## config.mk

```make
export PLATFORM = sky130hd
export DESIGN_NAME = uart_rx_cfg
export DESIGN_NICKNAME = d
export VERILOG_FILES = /design/src/rtl/uart_pkg.sv /design/src/rtl/uart_sync.sv /design/src/rtl/uart_rx_cfg.sv
export SDC_FILE = /design/constraint.sdc
export NUM_CORES = 1
export LEC_CHECK = 0
export ABC_AREA = 1
export BUFFER_PORTS_ARGS = -buffer_cell sky130_fd_sc_hd__buf_2
export CAP_MARGIN = 25
export CORE_UTILIZATION = 45
export CTS_CLUSTER_DIAMETER = 30
export DETAILED_ROUTE_END_ITERATION = 6
export PLACE_DENSITY = 0.63
export REMOVE_ABC_BUFFERS = 1
export SLEW_MARGIN = 10
export SYNTH_ARGS = -nofsm -noshare
export SYNTH_HDL_FRONTEND = slang
export SYNTH_HIERARCHICAL = 1
export SYNTH_SLANG_ARGS = --single-unit
export TNS_END_PERCENT = 50
```

## constraint.sdc

```tcl
create_clock -name clk_i -period 2.1 [get_ports clk_i]
set_input_delay 0 -clock clk_i [delete_from_list [all_inputs] [get_ports clk_i]]
set_output_delay 0 -clock clk_i [all_outputs]
set_load 0.01 [all_outputs]
```

## src/rtl/uart_pkg.sv

```systemverilog
// Shared types and constants for the configurable UART receiver.
//   parity_e   : runtime parity mode latched at frame start
//   rx_state_e : receiver FSM states
package uart_pkg;

  localparam int unsigned OVERSAMPLE   = 8;
  localparam int unsigned TUSER_FRAME  = 0;
  localparam int unsigned TUSER_PARITY = 1;

  typedef enum logic [1:0] {
    PAR_NONE = 2'b00,
    PAR_EVEN = 2'b01,
    PAR_ODD  = 2'b10
  } parity_e;

  typedef enum logic [2:0] {
    IDLE       = 3'd0,
    START      = 3'd1,
    DATA       = 3'd2,
    PARITY     = 3'd3,
    STOP       = 3'd4,
    BREAK_WAIT = 3'd5
  } rx_state_e;

endpackage

```

## src/rtl/uart_sync.sv

```systemverilog
// N-stage synchroniser that resets to 1 (idle line level).
//   clk_i, reset_i : clock, async active-high reset
//   d_i            : asynchronous input
//   q_o            : synchronised output
module uart_sync #(
  parameter int unsigned N = 2
) (
  input  logic clk_i,
  input  logic reset_i,
  input  logic d_i,
  output logic q_o
);

  logic [N-1:0] sync_q;
  logic [N-1:0] sync_d;

  always_comb begin
    sync_d = {sync_q[N-2:0], d_i};
  end

  always_ff @(posedge clk_i or posedge reset_i) begin
    if (reset_i) sync_q <= '1;
    else         sync_q <= sync_d;
  end

  assign q_o = sync_q[N-1];

endmodule

```

## src/rtl/uart_rx_cfg.sv

```systemverilog
// Runtime-configurable UART receiver with 3-sample majority voting, break
// detection and a single-entry AXI-Stream output register.
//   clk_i, reset_i      : clock, async active-high reset
//   rx_i                : serial line (idle high)
//   m_axis_*            : received byte, tuser = {parity_err, frame_err}
//   cfg_prescale_i      : bit period = 8*prescale clocks (0 treated as 1)
//   cfg_parity_i        : 00/11 none, 01 even, 10 odd
//   cfg_stop2_i         : two stop bits when set
//   rx_busy             : frame in progress (any state but IDLE)
//   overrun_error       : pulse when a committed byte is dropped
//   break_det           : pulse when a break frame is committed
module uart_rx_cfg
  import uart_pkg::*;
#(
  parameter int unsigned DATA_WIDTH     = 8,
  parameter int unsigned SYNC_STAGES    = 2,
  parameter int unsigned PRESCALE_WIDTH = 16
) (
  input  logic                      clk_i,
  input  logic                      reset_i,
  input  logic                      rx_i,
  output logic [DATA_WIDTH-1:0]     m_axis_tdata,
  output logic [1:0]                m_axis_tuser,
  output logic                      m_axis_tvalid,
  input  logic                      m_axis_tready,
  input  logic [PRESCALE_WIDTH-1:0] cfg_prescale_i,
  input  logic [1:0]                cfg_parity_i,
  input  logic                      cfg_stop2_i,
  output logic                      rx_busy,
  output logic                      overrun_error,
  output logic                      break_det
);

  localparam int unsigned CNT_W = PRESCALE_WIDTH + $clog2(OVERSAMPLE);
  localparam int unsigned IDX_W = $clog2(DATA_WIDTH);
  localparam logic [IDX_W-1:0] LAST_IDX = IDX_W'(DATA_WIDTH - 1);

  logic rxs;

  uart_sync #(.N(SYNC_STAGES)) u_sync (
    .clk_i   (clk_i),
    .reset_i (reset_i),
    .d_i     (rx_i),
    .q_o     (rxs)
  );

  rx_state_e                 state_q, state_d;
  logic [CNT_W-1:0]          cnt_q, cnt_d;
  logic [IDX_W-1:0]          bit_idx_q, bit_idx_d;
  logic                      stop_idx_q, stop_idx_d;
  logic [DATA_WIDTH-1:0]     sh_q, sh_d;
  logic                      s0_q, s0_d, s1_q, s1_d;
  logic                      par_err_q, par_err_d;
  logic                      frame_err_q, frame_err_d;
  logic                      par_bit_q, par_bit_d;
  logic [PRESCALE_WIDTH-1:0] presc_q, presc_d;
  parity_e                   par_mode_q, par_mode_d;
  logic                      stop2_q, stop2_d;

  logic [DATA_WIDTH-1:0]     tdata_q, tdata_d;
  logic [1:0]                tuser_q, tuser_d;
  logic                      tvalid_q, tvalid_d;
  logic                      busy_q, busy_d;
  logic                      ovr_q, ovr_d;
  logic                      brk_q, brk_d;

  logic [CNT_W-1:0] quarter_c, per_last_c;
  logic             samp0_c, samp1_c, dec_pt_c, bit_end_c;
  logic             dec_c, exp_par_c, fe_c, brk_c, commit_c;

  // Bit timing derived from the latched prescale: samples at 4p-1, 4p, 4p+1.
  always_comb begin
    quarter_c  = CNT_W'({presc_q, 2'b00});
    per_last_c = CNT_W'({presc_q, 3'b000}) - CNT_W'(1);
    samp0_c    = (cnt_q == quarter_c - CNT_W'(1));
    samp1_c    = (cnt_q == quarter_c);
    dec_pt_c   = (cnt_q == quarter_c + CNT_W'(1));
    bit_end_c  = (cnt_q == per_last_c);
    dec_c      = (s0_q & s1_q) | (s0_q & rxs) | (s1_q & rxs);
    exp_par_c  = (par_mode_q == PAR_ODD) ? ~(^sh_q) : ^sh_q;
    fe_c       = frame_err_q | ~dec_c;
    brk_c      = fe_c && (sh_q == '0) && ((par_mode_q == PAR_NONE) || !par_bit_q);
  end

  // Receiver FSM and datapath next state.
  always_comb begin
    state_d     = state_q;
    cnt_d       = cnt_q;
    bit_idx_d   = bit_idx_q;
    stop_idx_d  = stop_idx_q;
    sh_d        = sh_q;
    s0_d        = s0_q;
    s1_d        = s1_q;
    par_err_d   = par_err_q;
    frame_err_d = frame_err_q;
    par_bit_d   = par_bit_q;
    presc_d     = presc_q;
    par_mode_d  = par_mode_q;
    stop2_d     = stop2_q;
    commit_c    = 1'b0;

    if (state_q != IDLE && state_q != BREAK_WAIT) begin
      cnt_d = bit_end_c ? '0 : cnt_q + CNT_W'(1);
      if (samp0_c) s0_d = rxs;
      if (samp1_c) s1_d = rxs;
    end

    case (state_q)
      IDLE: begin
        if (!rxs) begin
          state_d     = START;
          cnt_d       = '0;
          bit_idx_d   = '0;
          stop_idx_d  = 1'b0;
          par_err_d   = 1'b0;
          frame_err_d = 1'b0;
          par_bit_d   = 1'b0;
          presc_d     = (cfg_prescale_i == '0) ? PRESCALE_WIDTH'(1) : cfg_prescale_i;
          stop2_d     = cfg_stop2_i;
          case (cfg_parity_i)
            2'b01:   par_mode_d = PAR_EVEN;
            2'b10:   par_mode_d = PAR_ODD;
            default: par_mode_d = PAR_NONE;
          endcase
        end
      end
      START: begin
        if (dec_pt_c && dec_c) state_d = IDLE;
        else if (bit_end_c)    state_d = DATA;
      end
      DATA: begin
        if (dec_pt_c) sh_d = {dec_c, sh_q[DATA_WIDTH-1:1]};
        if (bit_end_c) begin
          if (bit_idx_q == LAST_IDX) state_d = (par_mode_q != PAR_NONE) ? PARITY : STOP;
          else                       bit_idx_d = bit_idx_q + IDX_W'(1);
        end
      end
      PARITY: begin
        if (dec_pt_c) begin
          par_bit_d = dec_c;
          par_err_d = (dec_c != exp_par_c);
        end
        if (bit_end_c) state_d = STOP;
      end
      STOP: begin
        // Final stop commits at its decision point so the next start can resync.
        if (dec_pt_c) begin
          frame_err_d = fe_c;
          if (stop_idx_q == stop2_q) begin
            commit_c = 1'b1;
            state_d  = brk_c ? BREAK_WAIT : IDLE;
          end
        end else if (bit_end_c) begin
          stop_idx_d = 1'b1;
        end
      end
      BREAK_WAIT: begin
        if (rxs) state_d = IDLE;
      end
      default: state_d = IDLE;
    endcase
  end

  // Output holding register and status pulses.
  always_comb begin
    tdata_d  = tdata_q;
    tuser_d  = tuser_q;
    tvalid_d = tvalid_q;
    ovr_d    = 1'b0;
    brk_d    = 1'b0;
    busy_d   = (state_d != IDLE);
    if (tvalid_q && m_axis_tready) tvalid_d = 1'b0;
    if (commit_c) begin
      brk_d = brk_c;
      if (!tvalid_q || m_axis_tready) begin
        tvalid_d              = 1'b1;
        tdata_d               = sh_q;
        tuser_d[TUSER_PARITY] = par_err_q;
        tuser_d[TUSER_FRAME]  = fe_c;
      end else begin
        ovr_d = 1'b1;
      end
    end
  end

  always_ff @(posedge clk_i or posedge reset_i) begin
    if (reset_i) begin
      state_q     <= IDLE;
      cnt_q       <= '0;
      bit_idx_q   <= '0;
      stop_idx_q  <= 1'b0;
      sh_q        <= '0;
      s0_q        <= 1'b1;
      s1_q        <= 1'b1;
      par_err_q   <= 1'b0;
      frame_err_q <= 1'b0;
      par_bit_q   <= 1'b0;
      presc_q     <= PRESCALE_WIDTH'(1);
      par_mode_q  <= PAR_NONE;
      stop2_q     <= 1'b0;
      tdata_q     <= '0;
      tuser_q     <= '0;
      tvalid_q    <= 1'b0;
      busy_q      <= 1'b0;
      ovr_q       <= 1'b0;
      brk_q       <= 1'b0;
    end else begin
      state_q     <= state_d;
      cnt_q       <= cnt_d;
      bit_idx_q   <= bit_idx_d;
      stop_idx_q  <= stop_idx_d;
      sh_q        <= sh_d;
      s0_q        <= s0_d;
      s1_q        <= s1_d;
      par_err_q   <= par_err_d;
      frame_err_q <= frame_err_d;
      par_bit_q   <= par_bit_d;
      presc_q     <= presc_d;
      par_mode_q  <= par_mode_d;
      stop2_q     <= stop2_d;
      tdata_q     <= tdata_d;
      tuser_q     <= tuser_d;
      tvalid_q    <= tvalid_d;
      busy_q      <= busy_d;
      ovr_q       <= ovr_d;
      brk_q       <= brk_d;
    end
  end

  assign m_axis_tdata  = tdata_q;
  assign m_axis_tuser  = tuser_q;
  assign m_axis_tvalid = tvalid_q;
  assign rx_busy       = busy_q;
  assign overrun_error = ovr_q;
  assign break_det     = brk_q;

endmodule
```

# Yosys cells after proc, flatten, opt, wreduce, memory -nomap -nowiden

Index checks and enable logic that the tools add are counted.

Equal/unequal tests: 23
Add/subtract/negate cells: 5
Mux-type cells: 42
Reduce and logical (&&, ||, !) cells: 29
Bitwise operators: 9

Operators with widths:

| kind                                                | number |
|---|---|
| two-way mux 19 bit                                  | 4 |
| == test 19 bit                                      | 3 |
| two-way mux 3 bit                                   | 14 |
| adder 18 x 1 -> 19 bit (second input constant)      | 1 |
| adder 19 x 1 -> 19 bit (second input constant)      | 1 |
| == test 19 x 18 -> 1 bit                            | 1 |
| subtractor 18 x 1 -> 19 bit (second input constant) | 1 |
| subtractor 19 x 1 -> 19 bit (second input constant) | 1 |
| one-hot mux 3 bit (6 select lines)                  | 1 |
| zero test 16 bit                                    | 1 |
| two-way mux 1 bit                                   | 16 |
| two-way mux 16 bit                                  | 1 |
| != test 2 bit (second input constant)               | 7 |
| AND reduction 2 bit                                 | 5 |
| == test 3 bit (second input constant)               | 3 |
| zero test 8 bit                                     | 1 |
| one-hot mux 1 bit (2 select lines)                  | 4 |
| AND reduction 4 bit                                 | 2 |
| nonzero test 2 bit                                  | 4 |
| XOR reduction 8 bit                                 | 1 |
| == test 3 x 2 -> 1 bit (second input constant)      | 2 |
| one-hot mux 3 bit (2 select lines)                  | 1 |
| AND reduction 3 bit                                 | 2 |
| nonzero test 3 bit                                  | 2 |
| 16 further kinds                                    | 29 |

Output and inout bits: 14
Input port bits: 23
Register bits after elaboration: 74
Word-level logic and storage cells: 128

# Logic depth before layout (Yosys ltp)

Depth after elaboration: 12
Gate-level depth with buffers: 18
Depth with buffers taken out: 18

# Modules after synthesis

Netlist, hierarchy kept.

Modules (own cells, without submodules):

| module      | cells an instance | area an instance (um^2) | instances | sequential area each (um^2) |
|---|---|---|---|---|
| uart_rx_cfg | 668               | 4830.9                  | 1         | 1805.5 |
| uart_sync   | 3                 | 56.3                    | 1         | 52.6 |

# Least setup slack after synthesis

OpenSTA, ideal clock, no wires.

Kind: register to register
Start: register presc_q[0]
End: register busy_q, in the netlist rx_busy
Period minus slack after synthesis: 2202 ps
Cell stages (with the launch flop): 15
Data required time: 1969 ps
Setup slack: -102 ps
Path buffers: 0
Arrival: 2071 ps
Setup time: 131 ps
Cell sequence: dfstp_2 -> inv_1 -> ha_1 -> a21oi_1 -> nand3_1 -> nor2_1 -> nand3_1 -> nor2_1 -> nand2_1 -> nor2_4 -> nand3_4 -> nor2_1 -> nor2_1 -> nor2_1 -> nand3_1

Cells in the longest elaborated chain, start to end: 6
Elaborated cells between the ends (all ways): 12
Those cells by class: add/sub: 2; eq/ne: 2; mux: 6; reduce/logical: 2

RTL lines:

| what                                                                         | line                                   | source |
|---|---|---|
| start: declaration                                                           | uart_rx_cfg.sv:56                      | `logic [PRESCALE_WIDTH-1:0] presc_q, presc_d;` |
| start signal: assignment                                                     | uart_rx_cfg.sv:218                     | `presc_q <= presc_d;` |
| subtractor 19 x 1 -> 19 bit / adder 18 x 1 -> 19 bit (equally long branches) | uart_rx_cfg.sv:74, uart_rx_cfg.sv:77   |  |
| == test 19 bit (on tied branches)                                            | uart_rx_cfg.sv:78, uart_rx_cfg.sv:77   |  |
| two-way mux 3 bit / logical AND 1 bit (equally long branches)                | uart_rx_cfg.sv:129, uart_rx_cfg.sv:128 |  |
| two-way mux 3 bit                                                            | uart_rx_cfg.sv:128                     | `if (dec_pt_c && dec_c) state_d = IDLE;` |
| one-hot mux 3 bit (6 select lines) (*)                                       | uart_rx_cfg.sv:108                     | `case (state_q)` |
| nonzero test 3 bit (*)                                                       | uart_rx_cfg.sv:171                     | `busy_d = (state_d != IDLE);` |
| via busy_d                                                                   | uart_rx_cfg.sv:63                      | `logic busy_q, busy_d;` |
| end signal: assignment                                                       | uart_rx_cfg.sv:224                     | `busy_q <= busy_d;` |
| end: declaration                                                             | uart_rx_cfg.sv:63                      |  |

Mark *: on every way through the listed nets, which the timed path passes. The rest lies on a longest branch.
A chain may end at the register's enable or synchronous reset.

# Final worst setup path

Start: register presc_q[2]
End: register busy_q, in the netlist rx_busy

Same word-level chain as after synthesis.

==> flow_summary.ini <==
[critical_path]
crit_start = presc_q[2]
worstPathMaxFanout = 6
critical_path_class = reg -> reg
reg2regPathDepth = 15
r2r-start = presc_q[2]
worst-endpoint-arrival_ps = 2500
reg2reg_slack_ps = -140
crit_required_ps = 2350
start_kind = flop
cp-end-kind = flop

[place]
place_ws_ps = -264
dp_hpwl_microns = 10600
dp.cells = 919
gp_congestion = 0.934
place_area_sq_um = 5890
port_buffers = 36

[sta]
setup_viol = 25
worst_clock_skew_ps = 10.2
rsz0062_at_grt = true
tightestPinTransition_ps = 687
min_period_ps = 2240
layout_setup_ws_ps = -141
slew_headroom_pct = 53.8
tns_ps = -2280
fmax_ghz = 0.446
fin_crit_sh_pct = 107
whs_ps = 197
finalHoldViolCount = 0
drv_slew = 0

[routing]
routedWlPerCell_microns = 14.6
num_vias = 4881
wl_microns = 14000
final_antenna_net_count = 0
drt_iter0_markers = 277
via_per_inst = 5.09
drc = 0
dr.pass1.iters = 5

[final_layout]
final_util_pct = 63.5
final_nets = 852
seq_area_sq_um = 1860
final_cells = 959
multi_input_area_sq_um = 2880
antennaDiodeCount = 0
design_area_sq_um = 6620
fill_cells = 950
layout-drive-gt1-share_pct = 28.3
syn2layout_area_growth_pct = 35.4

[floorplan]
dieArea_sq_um = 11300
fp.dieW_microns = 106
start_util_pct = 46.9
io_pins = 37
die-height_microns = 106
core_sq_um = 10400
rows = 37

[cts]
htree_levels = 3
numCtsBuffers = 9
ctsLongestPathBuffers = 2
clkLatencyLatePin_ps = 370
cts_tree = built
path_clk_slew_ps = 90
clock_sinks = 74
cts_root_buffer = clkbuf_8

[synth]
avgSynthCellArea_sq_um = 7.28
synth-edff-count = 0
ys_ff_latch = 74
ys.flop_type = dfrtp_1
netlist_instances = 671
syn_area_sq_um = 4890
postSynth.asyncResetShare_pct = 100
yosysWarnings = 6
synth_cell_types = 44
yosysSeqAreaShare_pct = 38.0

[global_route]
track_usage_pct = 26.7
grt_pass1_vias = 4885
grt_remaining_overflow = 0
grt_max_degree = 47
antenna_found_initial = 0
grt_first_pass_wirelength_microns = 23300

[power_and_ir_drop]
p_leak_nw = 3.18
p_total_mw = 7.36
ir_drop_mv = 0.782
p_per_area_nw_per_um2 = 1110

[status]
outcome = finished, violations left
violations = setup timing

[hold_path]
hold_class = in -> async

[flow_run]
max_cap_violations = 0
## synthesized netlist by cell type (4+ instances only)
library cell | number | area (sq um)
inv_1 | 85 | 319
nor3_1 | 18 | 90.1
nor2_1 | 64 | 240
a21oi_1 | 8 | 40.0
nand2_2 | 7 | 43.8
o21ai_0 | 53 | 265
xnor2_1 | 13 | 114
nand3_1 | 47 | 235
nand4_1 | 13 | 81.3
dfstp_2 | 5 | 131
nor4_1 | 10 | 62.6
dfrtp_1 | 69 | 1730
nor2_4 | 4 | 45.0
nor2_2 | 9 | 56.3
xor2_1 | 21 | 184
ha_1 | 10 | 125
nand2_1 | 176 | 661
clkbuf_1 | 10 | 37.5
nand3_2 | 4 | 40.0
## cells by family after synthesis
| logic type | count (synthesis) | synth area share [%] |
|---|---|---|
| simple gates | 375 | 36.8 |
| buf+inv | 101 | 7.96 |
| compound gates | 77 | 8.55 |
| flops | 74 | 38.0 |
| xor+xnor | 34 | 6.09 |
| fa+ha+maj | 10 | 2.56 |
## worst max-delay path: stages (launching register included)
cell     delay, ps
dfrtp_2        490
buf_4          160
inv_2           80
nand2_2         90
nor2_4         110
nand3_1        120
nand3_1        110
nand2_1        100
nor2_4         110
nand2_2         60
nor2_4         110
nand3_4        160
nor2_2         140
nor2_1          40
nor2_1         130
nand3_1         90
## path summary, 6_finish.rpt
kind	to
worst max-delay path	rx_busy
worst min-delay path	u_sync/sync_q[0]
worst max register to register	rx_busy
worst min register to register	u_sync/sync_q[1]
max in group asynchronous	s0_q
min in group clk_i	u_sync/sync_q[0]
## report_power, final
| part | leakage [nW] | switching, mW | internal [mW] |
|---|---|---|---|
| logic | 2.10 | 2.28 | 1.67 |
| clock network | 0.112 | 0.592 | 0.786 |
| registers | 0.969 | 0.328 | 1.70 |
| total | 3.18 | 3.20 | 4.16 |
## sequential cells by signal (all words and copies together), names as in the netlist, 2 cells and up
name           count
cnt_q             19
presc_q           16
m_axis_tdata       8
sh_q               8
bit_idx_q          3
state_q            3
m_axis_tuser       2
par_mode_q         2
u_sync/sync_q      2
## final cells by class
cell class,instances,share of cell area (%)
Clock buffer,9,1.87
Multi-Input combinational cell,496,43.5
Clock inverter,6,1.72
Inverter,88,5.03
Timing Repair Buffer,150,17.1
Sequential cell,74,28.2
Tap cell,136,2.57
## metal layers
metal	part of all wire (%)	GRT usage [%]	wire length, microns	up-vias
met3	4.3	4.23	600	27
li1	-	-	-	2454
met2	45	42.2	6350	125
met5	0	0	0	-
met1	48	35.9	6670	2275
met4	2.7	12.1	371	0
## repair_timing
| item | in CTS | in global routing |
|---|---|---|
| gates resized for setup | 23 | 42 |
| hold endpoints to repair | 50 | 0 |
| buffers inserted | 0 | 3 |
| hold buffers | 22 | 0 |
| pin swaps | 8 | 12 |
| endpoints found under the setup margin | 36 | 41 |
## cells in the final DEF (no fill, tap or decap), types with 3 or more instances in the layout
master / netlist / final
nor2_8: 3 / 3
dlygate4sd3_1: 0 / 22
and3_1: 3 / 3
nand4_1: 13 / 13
nor2_4: 4 / 14
nand2_1: 176 / 168
inv_2: 3 / 7
nand3_2: 4 / 5
buf_12: 0 / 3
o21ai_0: 53 / 50
nand2_2: 7 / 15
inv_1: 85 / 80
nor4_1: 10 / 7
bufinv_16: 0 / 3
xnor2_1: 13 / 13
and2_1: 3 / 3
o21ai_1: 3 / 6
nand3b_1: 3 / 3
buf_2: 2 / 36
ha_1: 10 / 9
nand3_1: 47 / 46
dfrtp_1: 69 / 65
xor2_1: 21 / 21
nor3_4: 1 / 5
clkbuf_8: 0 / 9
dfrtp_2: 0 / 4
nor2_1: 64 / 51
a21oi_1: 8 / 7
dfstp_2: 5 / 5
nor3_1: 18 / 10
nor2_2: 9 / 12
buf_4: 0 / 88
nor3_2: 1 / 5
Power figures use the tool's default switching activity.
